[config.mk]
export PLATFORM = sky130hd
export DESIGN_NAME = mult_share_arbiter
export DESIGN_NICKNAME = d
export VERILOG_FILES = /design/src/rtl/mult_share_arbiter.sv
export SDC_FILE = /design/constraint.sdc
export NUM_CORES = 1
export LEC_CHECK = 0
export CAP_MARGIN = 10
export CORE_AREA = 2 2 74 76
export DETAILED_ROUTE_END_ITERATION = 10
export DIE_AREA = 0 0 76 78
export DONT_BUFFER_PORTS = 1
export PLACE_DENSITY = 0.63
export RECOVER_POWER = 50
export SLEW_MARGIN = 20
export SYNTH_ARGS = -nofsm -noshare
export SYNTH_HDL_FRONTEND = slang
export SYNTH_SLANG_ARGS = --single-unit
[constraint.sdc]
create_clock -name clk -period 1.9 [get_ports clk]
set_input_delay 0.285 -clock clk [delete_from_list [all_inputs] [get_ports clk]]
set_output_delay 0.285 -clock clk [all_outputs]
set_load 0.005 [all_outputs]
[src/rtl/mult_share_arbiter.sv]
// mult_share_arbiter: round-robin sharing of one external pipelined
// DW x DW multiplier among NUM_REQ valid/ready requesters. Each issued
// operand pair carries its requester ID down a tag pipe aligned with the
// multiplier latency so the product can be routed back one-hot.
// Optional feature macro: MULT_ARB_STATS_EN (per-requester saturating
// 16-bit accept counters on grant_count; tied to zero when undefined).
module mult_share_arbiter #(
  parameter int NUM_REQ = 4,
  parameter int DW      = 8,
  parameter int MUL_LAT = 4
) (
  input  logic                  clk,
  input  logic                  reset,
  input  logic                  enable,
  input  logic [NUM_REQ-1:0]    req_valid,
  input  logic [NUM_REQ*DW-1:0] req_a,
  input  logic [NUM_REQ*DW-1:0] req_b,
  output logic [NUM_REQ-1:0]    req_ready,
  output logic [DW-1:0]         mul_a,
  output logic [DW-1:0]         mul_b,
  input  logic [2*DW-1:0]       mul_product,
  output logic [NUM_REQ-1:0]    rsp_valid,
  output logic [2*DW-1:0]       rsp_data,
  output logic                  busy,
  output logic [NUM_REQ*16-1:0] grant_count
);

  localparam int IDW = $clog2(NUM_REQ);

  typedef enum logic [1:0] {IDLE, RUN, DRAIN} state_t;

  state_t           state, state_next;
  logic [IDW-1:0]   rr_ptr;
  logic [IDW-1:0]   grant_id;
  logic             found;
  logic             accept;
  logic [IDW:0]     cand;
  logic [MUL_LAT-1:0] pipe_valid;
  logic [IDW-1:0]   pipe_id [MUL_LAT];
  logic             drain_done;

  // Draining is finished once nothing remains ahead of the tail stage, so the
  // unit reports idle in the cycle right after the last response leaves.
  assign drain_done = ~|pipe_valid[MUL_LAT-2:0];

  // State register for the enable/drain controller.
  always_ff @(posedge clk or posedge reset) begin
    if (reset) state <= IDLE;
    else       state <= state_next;
  end

  // Next-state logic: enable always wins over finishing a drain.
  always_comb begin
    state_next = state;
    case (state)
      IDLE:    if (enable) state_next = RUN;
      RUN:     if (!enable) state_next = DRAIN;
      DRAIN:   if (enable) state_next = RUN;
               else if (drain_done) state_next = IDLE;
      default: state_next = IDLE;
    endcase
  end

  // Round-robin search starting at rr_ptr, wrapping modulo NUM_REQ.
  always_comb begin
    found    = 1'b0;
    grant_id = '0;
    cand     = '0;
    for (int k = 0; k < NUM_REQ; k++) begin
      cand = {1'b0, rr_ptr} + (IDW+1)'(k);
      if (cand >= (IDW+1)'(NUM_REQ)) cand = cand - (IDW+1)'(NUM_REQ);
      if (!found && req_valid[cand[IDW-1:0]]) begin
        found    = 1'b1;
        grant_id = cand[IDW-1:0];
      end
    end
  end

  assign accept = (state == RUN) && found;

  // Grant and operand steering; operands are forced to zero when nothing issues.
  always_comb begin
    req_ready = '0;
    mul_a     = '0;
    mul_b     = '0;
    if (accept) begin
      req_ready[grant_id] = 1'b1;
      mul_a = req_a[int'(grant_id)*DW +: DW];
      mul_b = req_b[int'(grant_id)*DW +: DW];
    end
  end

  // Pointer moves just past the requester that was served; holds otherwise.
  always_ff @(posedge clk or posedge reset) begin
    if (reset) rr_ptr <= '0;
    else if (accept) rr_ptr <= (int'(grant_id) == NUM_REQ-1) ? '0 : grant_id + 1'b1;
  end

  // Tag pipe shadows the multiplier stages so the tail lines up with its product.
  always_ff @(posedge clk or posedge reset) begin
    if (reset) begin
      pipe_valid <= '0;
      for (int k = 0; k < MUL_LAT; k++) pipe_id[k] <= '0;
    end else begin
      pipe_valid <= {pipe_valid[MUL_LAT-2:0], accept};
      pipe_id[0] <= grant_id;
      for (int k = 1; k < MUL_LAT; k++) pipe_id[k] <= pipe_id[k-1];
    end
  end

  // Response routing from the tail of the tag pipe.
  always_comb begin
    rsp_valid = '0;
    rsp_data  = '0;
    if (pipe_valid[MUL_LAT-1]) begin
      rsp_valid[pipe_id[MUL_LAT-1]] = 1'b1;
      rsp_data = mul_product;
    end
  end

  assign busy = (state != IDLE) | (|pipe_valid);

`ifdef MULT_ARB_STATS_EN
  logic [15:0] grant_cnt [NUM_REQ];

  // Per-requester accept counters, saturating at all ones.
  always_ff @(posedge clk or posedge reset) begin
    if (reset) begin
      for (int k = 0; k < NUM_REQ; k++) grant_cnt[k] <= '0;
    end else if (accept && grant_cnt[grant_id] != 16'hFFFF) begin
      grant_cnt[grant_id] <= grant_cnt[grant_id] + 16'd1;
    end
  end

  // Flatten the counters onto the output bus.
  always_comb begin
    grant_count = '0;
    for (int k = 0; k < NUM_REQ; k++) grant_count[k*16 +: 16] = grant_cnt[k];
  end
`else
  assign grant_count = '0;
`endif

endmodule

# Word-level counts from Yosys, hierarchy flattened
# Cells that the tools add are included.
[word_totals] ff_bits=16 input_bits=87 out_inout_bits=105 word_cells=85
[classes] n_addsub=8 n_lt_le_gt_ge=12 n_eq_ne=6 shifts=2 muxes=35 bitwise_logic=1 n_reduce_logical=14
[op_table] op="indexed part select 32 x 6 -> 8 bit" count=2
[op_table] op="two-way mux 2 bit" count=13
[op_table] op="less-than comparator 2 x 3 -> 1 bit, second input constant" count=6
[op_table] op="two-way mux 16 bit" count=1
[op_table] op="two-way mux 8 bit" count=2
[op_table] op="two-way mux 1 bit" count=10
[op_table] op="greater-or-equal comparator 3 bit, second input constant" count=3
[op_table] op="binary-select mux 1 bit (select 2 bit)" count=4
[op_table] op="two-way mux 4 bit" count=2
[op_table] op="subtractor 2 x 1 -> 2 bit, second input constant" count=4
[op_table] op="adder 2 x 2 -> 3 bit, second input constant" count=2
[op_table] op="logical AND 1 bit" count=6
[op_table] op="one-hot mux 2 bit (3 select lines)" count=1
[op_table] op="demux 1 bit (select 2 bit)" count=2
[op_table] op="== test 2 x 1 -> 1 bit, second input constant" count=2
[op_table] op="greater-or-equal comparator 2 x 1 -> 1 bit, second input constant" count=2
[op_table] op="!= test 2 bit, second input constant" count=2
[op_table] op="OR reduction 4 bit" count=1
[op_table] op="adder 2 x 1 -> 3 bit, second input constant" count=1
[op_table] op="greater-or-equal comparator 2 x 3 -> 1 bit, second input constant" count=1
[op_table] op="logical NOT 1 bit" count=3
[op_table] op="!= test 3 bit, second input constant" count=1
[op_table] op="AND reduction 3 bit" count=1
[op_table] op="OR reduction 3 bit" count=1
[op_table] op="5 further kinds" count=5

# Depth between registers and ports, before layout
[depth] word_depth=19 mapped_depth=8 depth_no_buf=6

# Worst setup path before layout
# OpenSTA, ideal clock, no wires.
[synth_path] path_kind="register to output" startpoint="register rr_ptr[1]" endpoint="output req_ready[0]" t_arrival_ns=1.524 t_required_ns=1.615 slack_ns=0.091 stages_incl_launch_ff=9 n_path_buf=2 path_cell_list="dfrtp_1 > a21o_1 > a21oi_1 > o22a_1 > buf_6 > buf_6 > inv_1 > ha_1 > and2_1"
[synth_between] elab_chain_len=19 word_cells_on_any_way=44 classes_between="add/sub: 7; order compare: 6; mux: 23; reduce/logical: 8"
[synth_lines] element="from (decl)" line_no="33" source="logic [IDW-1:0] rr_ptr;"
[synth_lines] element="from (signal assigned)" line_no="96" source="else if (accept) rr_ptr <= (int'(grant_id) == NUM_REQ-1) ? '0 : grant_id + 1'b1;"
[synth_lines] element="branches (longest 13 deep; another with adder 2 x 1 -> 3 bit)"
[synth_lines] element="two-way mux 2 bit *" line_no="72" source="if (!found && req_valid[cand[IDW-1:0]]) begin"
[synth_lines] element="named net grant_id[1]" line_no="34" source="logic [IDW-1:0] grant_id;"
[synth_lines] element="less-than comparator 2 x 3 -> 1 bit (implied by the code) or greater-or-equal comparator 2 x 1 -> 1 bit (tied branches)" line_no="87" source="req_ready[grant_id] = 1'b1;"
[synth_lines] element="logical AND 1 bit (implied by the code)" line_no="87"
[synth_lines] element="two-way mux 1 bit (implied by the code)" line_no="87"
[synth_lines] element="demux 1 bit (select 2 bit) *" line_no="87"
[synth_lines] element="two-way mux 4 bit *" line_no="86" source="if (accept) begin"
[synth_lines] element="to (decl)" line_no="18" source="output logic [NUM_REQ-1:0] req_ready,"
# Mark *: on every way through the listed nets, which the timed path passes. The select of a mux whose other input is x is not followed.

# Final worst setup path
[layout_path] startpoint="register rr_ptr[1]" endpoint="output mul_a[3]"
[layout_between] elab_chain_len=16 word_cells_on_any_way=40 classes_between="add/sub: 7; order compare: 4; shift: 1; mux: 21; reduce/logical: 7"
[layout_lines] element="branches (longest 15 deep; another with adder 2 x 1 -> 3 bit)"
[layout_lines] element="two-way mux 8 bit *" line_no="86"
[layout_lines] element="to (decl)" line_no="19" source="output logic [DW-1:0] mul_a,"
# Every way passes the cells marked *. The select of a mux whose other input is x is not followed.

==> results <==
-- per-layer routing --
metal	wire length, um	vias to the layer above	share of wire [%]
met5	0	-	0
met4	19	0	0.47
met3	517	2	13
met2	2270	117	56
met1	1220	575	30
li1	-	569	-
-- power by group through the flow --
stage	sequential (mW)	clock, mW	combinational (mW)
finish	0.506	0.243	1.26
global route	0.524	0.266	1.34
CTS	0.503	0.253	1.15
detailed placement	0.509	0	0.797
global placement	0.504	0	0.780
floorplan	0.497	0	0.826
-- critical path: cells and delay by family (launching register included) --
family                 cells  cell delay (ps)
AO/OA/AOI/OAI              4              670
flip-flops                 1              370
multiplexers               1              230
buffers and inverters      1              160
-- final timing paths --
path	start	to	slack, ps
min in group clk	enable	state[1]	100
max	rr_ptr[1]	mul_a[3]	-70
min	reset	pipe_id[0]	-4
max in group asynchronous	reset	rr_ptr[0]	1480
max reg2reg	rr_ptr[0]	rr_ptr[1]	140
min reg2reg	pipe_id[3]	pipe_id[1]	350
-- cell families after synthesis --
group	share of synthesized area, %
buffers and inverters	31.9
and+or+nand+nor	13.5
muxes	19.4
AOI/OAI and AO/OA	10.5
DFF	21.9
adders and majority gates	2.74
other	0.205
-- sequential cells by signal, indices dropped and copies added (netlist names) --
signal,cells
pipe_valid,4
rr_ptr,2
pipe_id,8
state,2
-- cell usage after synthesis (all sizes together) --
library cell / count
ha: 4
nand2b: 6
a21boi: 1
o21ai: 2
a21oi: 5
nand3b: 1
o22ai: 16
a21o: 1
buf: 70
or3: 1
o22a: 2
mux2i: 32
conb: 1
mux4: 1
mux2: 1
nor3b: 1
dfrtp: 16
clkbuf: 2
nor2: 4
a211oi: 1
and3b: 1
and3: 1
and2: 20
nand2: 4
inv: 5
or4: 1
-- repair_timing --
action | CTS | global route
cloned | 3 | 0
buffers inserted | 7 | 1
resized for setup | 17 | 43
pin swaps | 7 | 10
endpoints found under the setup margin | 20 | 20
-- cell usage in the layout, fill, tap and decap left out, types with 4 or more instances in the layout --
cell type and instances:
nand2b_1 5, dfrtp_1 15, buf_12 4, mux2i_2 7, o22ai_1 9, conb_1 64, nor2_1 4, and2_4 4
buf_6 4, mux2i_1 23, buf_4 4, and2_1 16, o22ai_2 7
-- through the flow --
stage,std cells,cell area (um2),utilization [%]
finish,276,1980,39.4
global placement,265,1630,32.4
global route,276,1980,39.4
detailed placement,265,1630,32.4
CTS,278,1870,37.1
floorplan,263,2070,-
-- layout make-up --
cell class	count	area, um2	share of cell area (%)
flip-flops and latches	16	402	20.2
repair buffers	12	155	7.82
inverters	5	26.3	1.32
well taps	70	87.6	4.41
clock buffers	3	41.3	2.08
multi-input cells	170	1270	64.1
==> summary.md <==
| Metric | Value |
|---|---|
| Status | `finished with violations` |
| Failing checks | `negative hold slack, negative setup slack` |
| CTS tree | `built` |
| CP Class | `register to output port` |
| Synthesized area per cell | `just over 9 um2` |
| H-tree lvl count | `1` |
| # DRC | `0` |
| Initial Utilization | `between 30% and 40%` |
| Die area | `5930 um2` |
| Final cycle utilization of the critical path | `104%` |
| Overall track demand over capacity in global routing | `a little over a tenth` |
| Area growth syn-to-layout | `8.48%` |
| Most congested layer reported by global routing | `met2` |
| Post-Place Setup Slack | `around 100 ps` |
| Clock share of power | `between 10% and 20%` |
| Routed Antenna Nets | `0` |
| Gr ovfl total | `0` |
| Initial antenna violation count | `0` |
| Max stage delay cell, worst path | `dfrtp_1` |
| Switching share of power | `just under 40%` |
| Worst path required time | `about 1600 ps` |
| Setup TNS | `-672 ps` |
| Post-DP HPWL | `3000 um` |
| HP Class | `primary input to asynchronous set/reset pin` |
| # port buffers | `0` |
| Combinational power share | `between 60% and 70%` |
| Total power | `~2 mW` |
| TritonCTS buffer count | `3` |
| Final min period | `~2000 ps` |
| Bufs on Longest Clock Path | `2` |
| Pint | `~1.2 mW` |
| Share of layout cells above drive strength 1 | `around a quarter` |
| Final wirelength | `around 4000 um` |
| Worst-Skew Late Latency | `240 ps` |
| Actual slew at the worst max-slew pin | `about 600 ps` |
| Number of max-cap violations | `0` |
| Hold_buf cts | `0` |
| Core area | `between 5000 and 6000 um2` |
| I/O Pins | `192` |
| NetSw | `774 uW` |
| Worst Setup Start Kind | `register` |
| Synth Instances | `200` |
| Root Buffer | `clkbuf_8` |
| First-pass GRT wire length | `approximately 5300 um` |
| Largest net degree at the start of global routing | `22` |
| Slew Viols, Final | `0` |
| Worst path arrival time | `about 1700 ps` |
| Slowest stage delay, CP | `about 370 ps` |
| Area leader, netlist | `buf_4` |
| Nets | `299` |
| CTS Sinks | `16` |
| #FFs+latches synth | `16` |
| Part of the power in registers | `25.2%` |
| Initial drt markers | `9` |
| Maximum vdd ir drop | `about 460 uV` |
| Final hold vios | `16` |
| Top post-synthesis cells by area | `buf_4 (27%), dfrtp_1 (22%), mux2i_1 (18%), and2_1 (6.8%), o22ai_1 (5.5%)` |
| Critical path fanouts, max | `8` |
| Met2 usage | `between 20% and 30%` |
| FILL cells | `between 500 and 600` |
| Row cnt | `26` |
| Die Ht | `around 80 um` |
| Ys Warns | `0` |
| Synth top area share | `about a quarter` |
| Crit path capture type | `output port` |
| Pwr dens | `just over 1000 nW/um2` |
| Die Width | `between 70 and 80 um` |
| Worst-case reg-to-reg path depth | `7` |
| Routed vias/inst | `roughly 4.6` |
| DR vias | `between 1k and 1.5k` |
| Post-synthesis sequential area ratio | `between 20 and 25%` |
| RSZ-0062 raised after global routing | `yes` |
| Via count of the first global-routing pass | `about 1.1k` |
| Avg WL per Cell | `approximately 15 um` |
| Final WS setup | `-73.2 ps` |
| Fmax | `0.507 GHz` |
| DR pass1 iterations | `4` |
| Crit path cell chain | `a21o_1 > a21oi_2 > o22a_4 > buf_12 > mux2i_1 > o22ai_2` |
| Yosys cell types | `33` |
| Number of diodes | `0` |
| Mapped cell area | `1830 um2` |
| P_leak | `0.924 nW` |
| Skew final | `roughly 0.44 ps` |
| Finish-stage setup viols | `20` |
| Met3 usage | `around 4.5%` |
| GP Congestion | `about 0.77` |
| Fin Hold WS | `-3.79 ps` |
| M1 GR Usage | `roughly a tenth` |
| Max transition margin | `between 50% and 60%` |
| CTS clk-pin slew, worst paths | `60 ps` |
Note: power is estimated with default switching activity, not from simulation.
